[config.mk]
export PLATFORM = sky130hd
export DESIGN_NAME = vector_stream_loader
export DESIGN_NICKNAME = d
export VERILOG_FILES = /design/src/rtl/vector_stream_loader.sv
export SDC_FILE = /design/constraint.sdc
export NUM_CORES = 1
export LEC_CHECK = 0
export ABC_CLOCK_PERIOD_IN_PS = 3500
export CAP_MARGIN = 0
export CORE_MARGIN = 1
export CORE_UTILIZATION = 34
export CTS_CLUSTER_DIAMETER = 40
export DETAILED_ROUTE_END_ITERATION = 7
export GPL_ROUTABILITY_DRIVEN = 0
export PLACE_DENSITY_LB_ADDON = 0.2
export SLEW_MARGIN = 40
export SYNTH_ARGS = -nofsm -noshare
export SYNTH_HDL_FRONTEND = slang
export SYNTH_SLANG_ARGS = --single-unit
[constraint.sdc]
create_clock -name i_clk -period 3.5 [get_ports i_clk]
set_clock_uncertainty 0.05 [all_clocks]
set_input_delay 0.7 -clock i_clk [delete_from_list [all_inputs] [get_ports i_clk]]
set_output_delay 0.7 -clock i_clk [all_outputs]
set_load 0.1 [all_outputs]
[src/rtl/vector_stream_loader.sv]
// Burst reader: fetches `length` words from a 1-cycle-latency memory port and
// streams them out through a 2-entry skid buffer with a last flag.
module vector_stream_loader #(
    parameter int DATA_WIDTH = 32,
    parameter int ADDR_WIDTH = 8,
    parameter int LEN_WIDTH  = 8
) (
    input  logic                  i_clk,
    input  logic                  i_reset,
    input  logic                  i_start,
    input  logic [ADDR_WIDTH-1:0] i_base_addr,
    input  logic [LEN_WIDTH-1:0]  i_length,
    output logic                  o_busy,
    output logic                  o_done,
    output logic                  o_mem_rd_en,
    output logic [ADDR_WIDTH-1:0] o_mem_rd_addr,
    input  logic [DATA_WIDTH-1:0] i_mem_rd_data,
    output logic                  o_out_valid,
    output logic [DATA_WIDTH-1:0] o_out_data,
    output logic                  o_out_last,
    input  logic                  i_out_ready
);
    localparam logic [1:0] S_IDLE  = 2'd0;
    localparam logic [1:0] S_FETCH = 2'd1;
    localparam logic [1:0] S_DRAIN = 2'd2;
    localparam logic [1:0] S_DONE  = 2'd3;

    logic [1:0]            r_state;
    logic [ADDR_WIDTH-1:0] r_base;
    logic [LEN_WIDTH-1:0]  r_len;
    logic [LEN_WIDTH-1:0]  r_issued;
    logic [LEN_WIDTH-1:0]  r_popped;
    logic                  r_inflight;
    logic [DATA_WIDTH-1:0] r_buf0;
    logic [DATA_WIDTH-1:0] r_buf1;
    logic [1:0]            r_count;

    logic       w_pop;
    logic       w_cap;
    logic       w_last_issue;
    logic [2:0] w_occ;

    // Occupancy once this cycle's pop is retired; an in-flight read already owns a slot.
    assign w_pop        = o_out_valid && i_out_ready;
    assign w_cap        = r_inflight;
    assign w_occ        = 3'(r_count) + 3'(r_inflight) - 3'(w_pop);
    assign o_mem_rd_en  = (r_state == S_FETCH) && (r_issued < r_len) && (w_occ < 3'd2);
    assign w_last_issue = o_mem_rd_en && (r_issued == r_len - LEN_WIDTH'(1));

    assign o_mem_rd_addr = r_base + ADDR_WIDTH'(r_issued);
    assign o_out_valid   = (r_count != 2'd0);
    assign o_out_data    = r_buf0;
    assign o_out_last    = o_out_valid && (r_popped == r_len - LEN_WIDTH'(1));
    assign o_busy        = (r_state != S_IDLE);
    assign o_done        = (r_state == S_DONE);

    always_ff @(posedge i_clk or negedge i_reset) begin
        if (!i_reset) begin
            r_state    <= S_IDLE;
            r_base     <= '0;
            r_len      <= '0;
            r_issued   <= '0;
            r_popped   <= '0;
            r_inflight <= 1'b0;
        end else begin
            r_inflight <= o_mem_rd_en;
            if (o_mem_rd_en) r_issued <= r_issued + LEN_WIDTH'(1);
            if (w_pop)       r_popped <= r_popped + LEN_WIDTH'(1);
            case (r_state)
                S_IDLE: if (i_start) begin
                    r_base   <= i_base_addr;
                    r_len    <= i_length;
                    r_issued <= '0;
                    r_popped <= '0;
                    r_state  <= (i_length == '0) ? S_DONE : S_FETCH;
                end
                S_FETCH: if (w_last_issue) r_state <= S_DRAIN;
                S_DRAIN: if (w_pop && o_out_last) r_state <= S_DONE;
                default: r_state <= S_IDLE;
            endcase
        end
    end

    // Entry 0 is always the head; entry 1 only fills when the head is stalled.
    always_ff @(posedge i_clk or negedge i_reset) begin
        if (!i_reset) begin
            r_buf0  <= '0;
            r_buf1  <= '0;
            r_count <= '0;
        end else begin
            case ({w_cap, w_pop})
                2'b10: begin
                    if (r_count == 2'd0) r_buf0 <= i_mem_rd_data;
                    else                 r_buf1 <= i_mem_rd_data;
                    r_count <= r_count + 2'd1;
                end
                2'b01: begin
                    r_buf0  <= r_buf1;
                    r_count <= r_count - 2'd1;
                end
                2'b11: begin
                    if (r_count == 2'd1) begin
                        r_buf0 <= i_mem_rd_data;
                    end else begin
                        r_buf0 <= r_buf1;
                        r_buf1 <= i_mem_rd_data;
                    end
                end
                default: ;
            endcase
        end
    end

    a_no_overflow: assert property (@(posedge i_clk) disable iff (!i_reset)
        !(w_cap && !w_pop && r_count == 2'd2));

endmodule

==> summary.md <==
| Metric | Value |
|---|---|
| Synth async-reset ratio | 100% |
| CP required | around 2.8 ns |
| Max Transition Viols Final | 0 |
| Antenna-violating nets left | 0 |
| Post-synth top area share | 48.4% |
| Via count | around 3800 |
| Reg-to-Reg End | r_state[1] |
| CTS Hold Bufs | 0 |
| Syn. warnings | 0 |
| Starting Density | 35.4% |
| Worst reg2reg setup slack | ~0.35 ns |
| Syn Inst Count | slightly below 500 |
| Maxcap violations | 0 |
| Final instance area | ~6800 um2 |
| Die ar. | between 15000 and 20000 um2 |
| Ports | between 90 and 100 |
| Post-Syn Nets | about 570 |
| IO buf count | 96 |
| RSZ-0062 raised after global routing | yes |
| Number of synthesized flops with an enable pin | 0 |
| Area of the multi-input gates | ~2600 um2 |
| DRC Markers | 0 |
| N_diodes | 0 |
| Clock Latency Late Sink | ~0.35 ns |
| WL final | between 10 and 15 mm |
| Stages on the worst setup path | 11 |
| CTS tree | done |
| First-pass GRT wire length | ~20 mm |
| Vias/cell | roughly 4.9 |
| Filler cells | 1389 |
| Predominant post-synthesis flop cell | dfrtp_1 |
| Setup violations, final | 0 |
| Initial antenna violation count | 0 |
| WL/cell | approximately 15 um |
| Outcome | finished clean |
| CTS Buf Count | 9 |
| Post-DP Area | ~6400 um2 |
| Leading area contributor after synthesis | dfrtp_1 |
| Clock slew at reported path FFs | ~0.07 ns |
| Router iterations before antenna repair | 4 |
| DP Wirelength | 8.22 mm |
| HP Class | in -> async |
| Worst Setup EP | o_mem_rd_en |
| CTS HTree Levels | 3 |
| CP Launch Point | r_count[0] |
| Worst Tran Pin Value | just under 0.6 ns |
| Die Wd | roughly 130 um |
| Largest stage delay, worst path | roughly 0.46 ns |
| NumNets Final | between 600 and 700 |
| RR Startpoint | r_count[0] |
| Total global-route track usage | 16.1% |
| Clock root buffer | clkbuf_16 |
| Highest Clock Rate | 0.290 GHz |
| Crit share post-route | 98.7% |
| Sequential-to-total area share from yosys stat | 48.4% |
| Synth Register Bits | between 100 and 150 |
| Register area | 2530 um2 |
| Cell Chain, Critical Path | inv_2, ha_4, inv_12, nand2_8, inv_8, ha_4, nand2b_4, fa_1, a2111oi_4, buf_4, buf_12 |
| Std-Cell Core Area | roughly 15000 um2 |
| DRT iter0 DRCs | roughly 180 |
| Cell family with most CP delay | adder cells |
| Max-slew headroom | 61.0% |
| Synth Cell Area | approximately 5200 um2 |
| Final Util | 46.0% |
| Largest net degree at the start of global routing | 65 |
| Largest fanout on the critical path | 2 |
| Clock sinks | 101 |
| Area Growth Syn to Fin | 29.9% |
| Hold Vio Cnt, Final | 0 |
| Crit path launch type | register |
| Worst EP arrival | 2.70 ns |
| Overall die height | around 130 um |
| Crit Path Category | reg -> out |
| Minimum clock period | 3.45 ns |
| Vias in the first global route | around 3900 |
| Share of cells above drive strength 1 | between 20% and 30% |
| CTS Buffer Depth | 2 |
| CP max-delay cell | fa_1 |
| Most frequent cell on the critical path | ha_4 |
| Grt ovf | 0 |
| Core Rows | 44 |
| Dominant cells by area after synthesis | dfrtp_1, mux2_2, ha_1 |
| Synthesized area per cell | approximately 11 um2 |
| Synth unique cells | 49 |
| Endpoint class of the critical path | primary output |
| Worst path bufs/invs | 5 |
| Worst Reg-to-Reg Cells | 14 |
==> layout make-up <==
class                      instances  share of cell area (%)
clock buffer                      10                    3.38
inverter                          25                    1.68
clock inverter                     6                    1.01
multi-input combinational        334                    38.2
timing repair buffer             114                    15.0
tap                              184                    3.39
sequential                       101                    37.3
==> registers in the layout (all words and copies together) (netlist names) <==
name	count
r_popped	8
r_inflight	1
r_len	8
r_state	2
r_buf1	32
r_issued	8
r_base	8
o_out_data	32
r_count	2
==> metal layers <==
metal	vias to the layer above	part of all wire (%)	GRT usage, %
met5	-	0	0
met4	0	1.5	4.68
met1	1853	47	21.1
met3	11	4.7	5.23
li1	1889	-	-
met2	72	47	25.4
==> how the worst min path moves through the flow <==
stage | start | end | slack [ns]
finish | i_reset | r_base[0] | 0.16
CTS | i_reset | r_base[5] | 0.38
detailed placement | o_out_data[21] | o_out_data[21] | 0.42
global route | i_reset | r_base[6] | 0.15
floorplan | i_reset | o_out_data[0] | 0.35
global placement | o_out_data[12] | o_out_data[12] | 0.41
==> logic make-up after synthesis <==
group	share of synthesized area, %
flip-flops	48.4
AO/OA/AOI/OAI	14.8
XOR/XNOR	7.05
buffers and inverters	3.45
AND/OR/NAND/NOR	9.44
adder cells (fa/ha/maj)	7.72
multiplexers	9.11
==> layout by cell type (no fill, tap or decap), drive strengths merged, types with 3 or more instances in the layout <==
cell | netlist | layout
clkbuf | 21 | 10
buf | 2 | 64
nand4 | 9 | 9
clkdlybuf4s50 | 0 | 49
nor2 | 21 | 21
a21o | 4 | 4
ha | 29 | 29
dfrtp | 101 | 101
mux2 | 41 | 41
and3 | 3 | 3
inv | 25 | 27
xnor2 | 29 | 29
o21ai | 48 | 48
nand2 | 55 | 55
o211ai | 4 | 4
a21oi | 12 | 12
a22oi | 33 | 33
xor2 | 13 | 13
==> synth_stat cells (3+ instances only) <==
cell,n
xor2_1,13
xnor2_1,29
a21oi_1,11
nand4_1,9
mux2_2,34
a22oi_1,33
ha_1,29
dfrtp_1,101
inv_2,3
inv_1,22
nand2_1,54
o21ai_0,39
a21o_1,4
clkbuf_1,21
nor2_1,21
mux2_1,6
and3_1,3
o21ai_1,9
==> per-stage QoR <==
step                      setup TNS (ns)  setup slack (ns)  hold slack (ns)  cells
after CTS                              0            0.0338            0.377    773
final                                  0            0.0467            0.162    774
after global routing             -0.0848           -0.0848            0.152    774
after detailed placement          -0.949            -0.310            0.419    751
after floorplan                    -5.57            -0.801            0.354    483
after global placement            -0.794            -0.308            0.413    751
==> what timing repair did <==
action,4_1_cts,5_1_grt
pin swaps,2,0
endpoints found under the setup margin,1,2
setup buffers,6,0
cloned,0,0
gates resized for setup,1,1
Power is not shown: default switching activity piles up to over one toggle a cycle in this logic, so the estimate is an artifact.
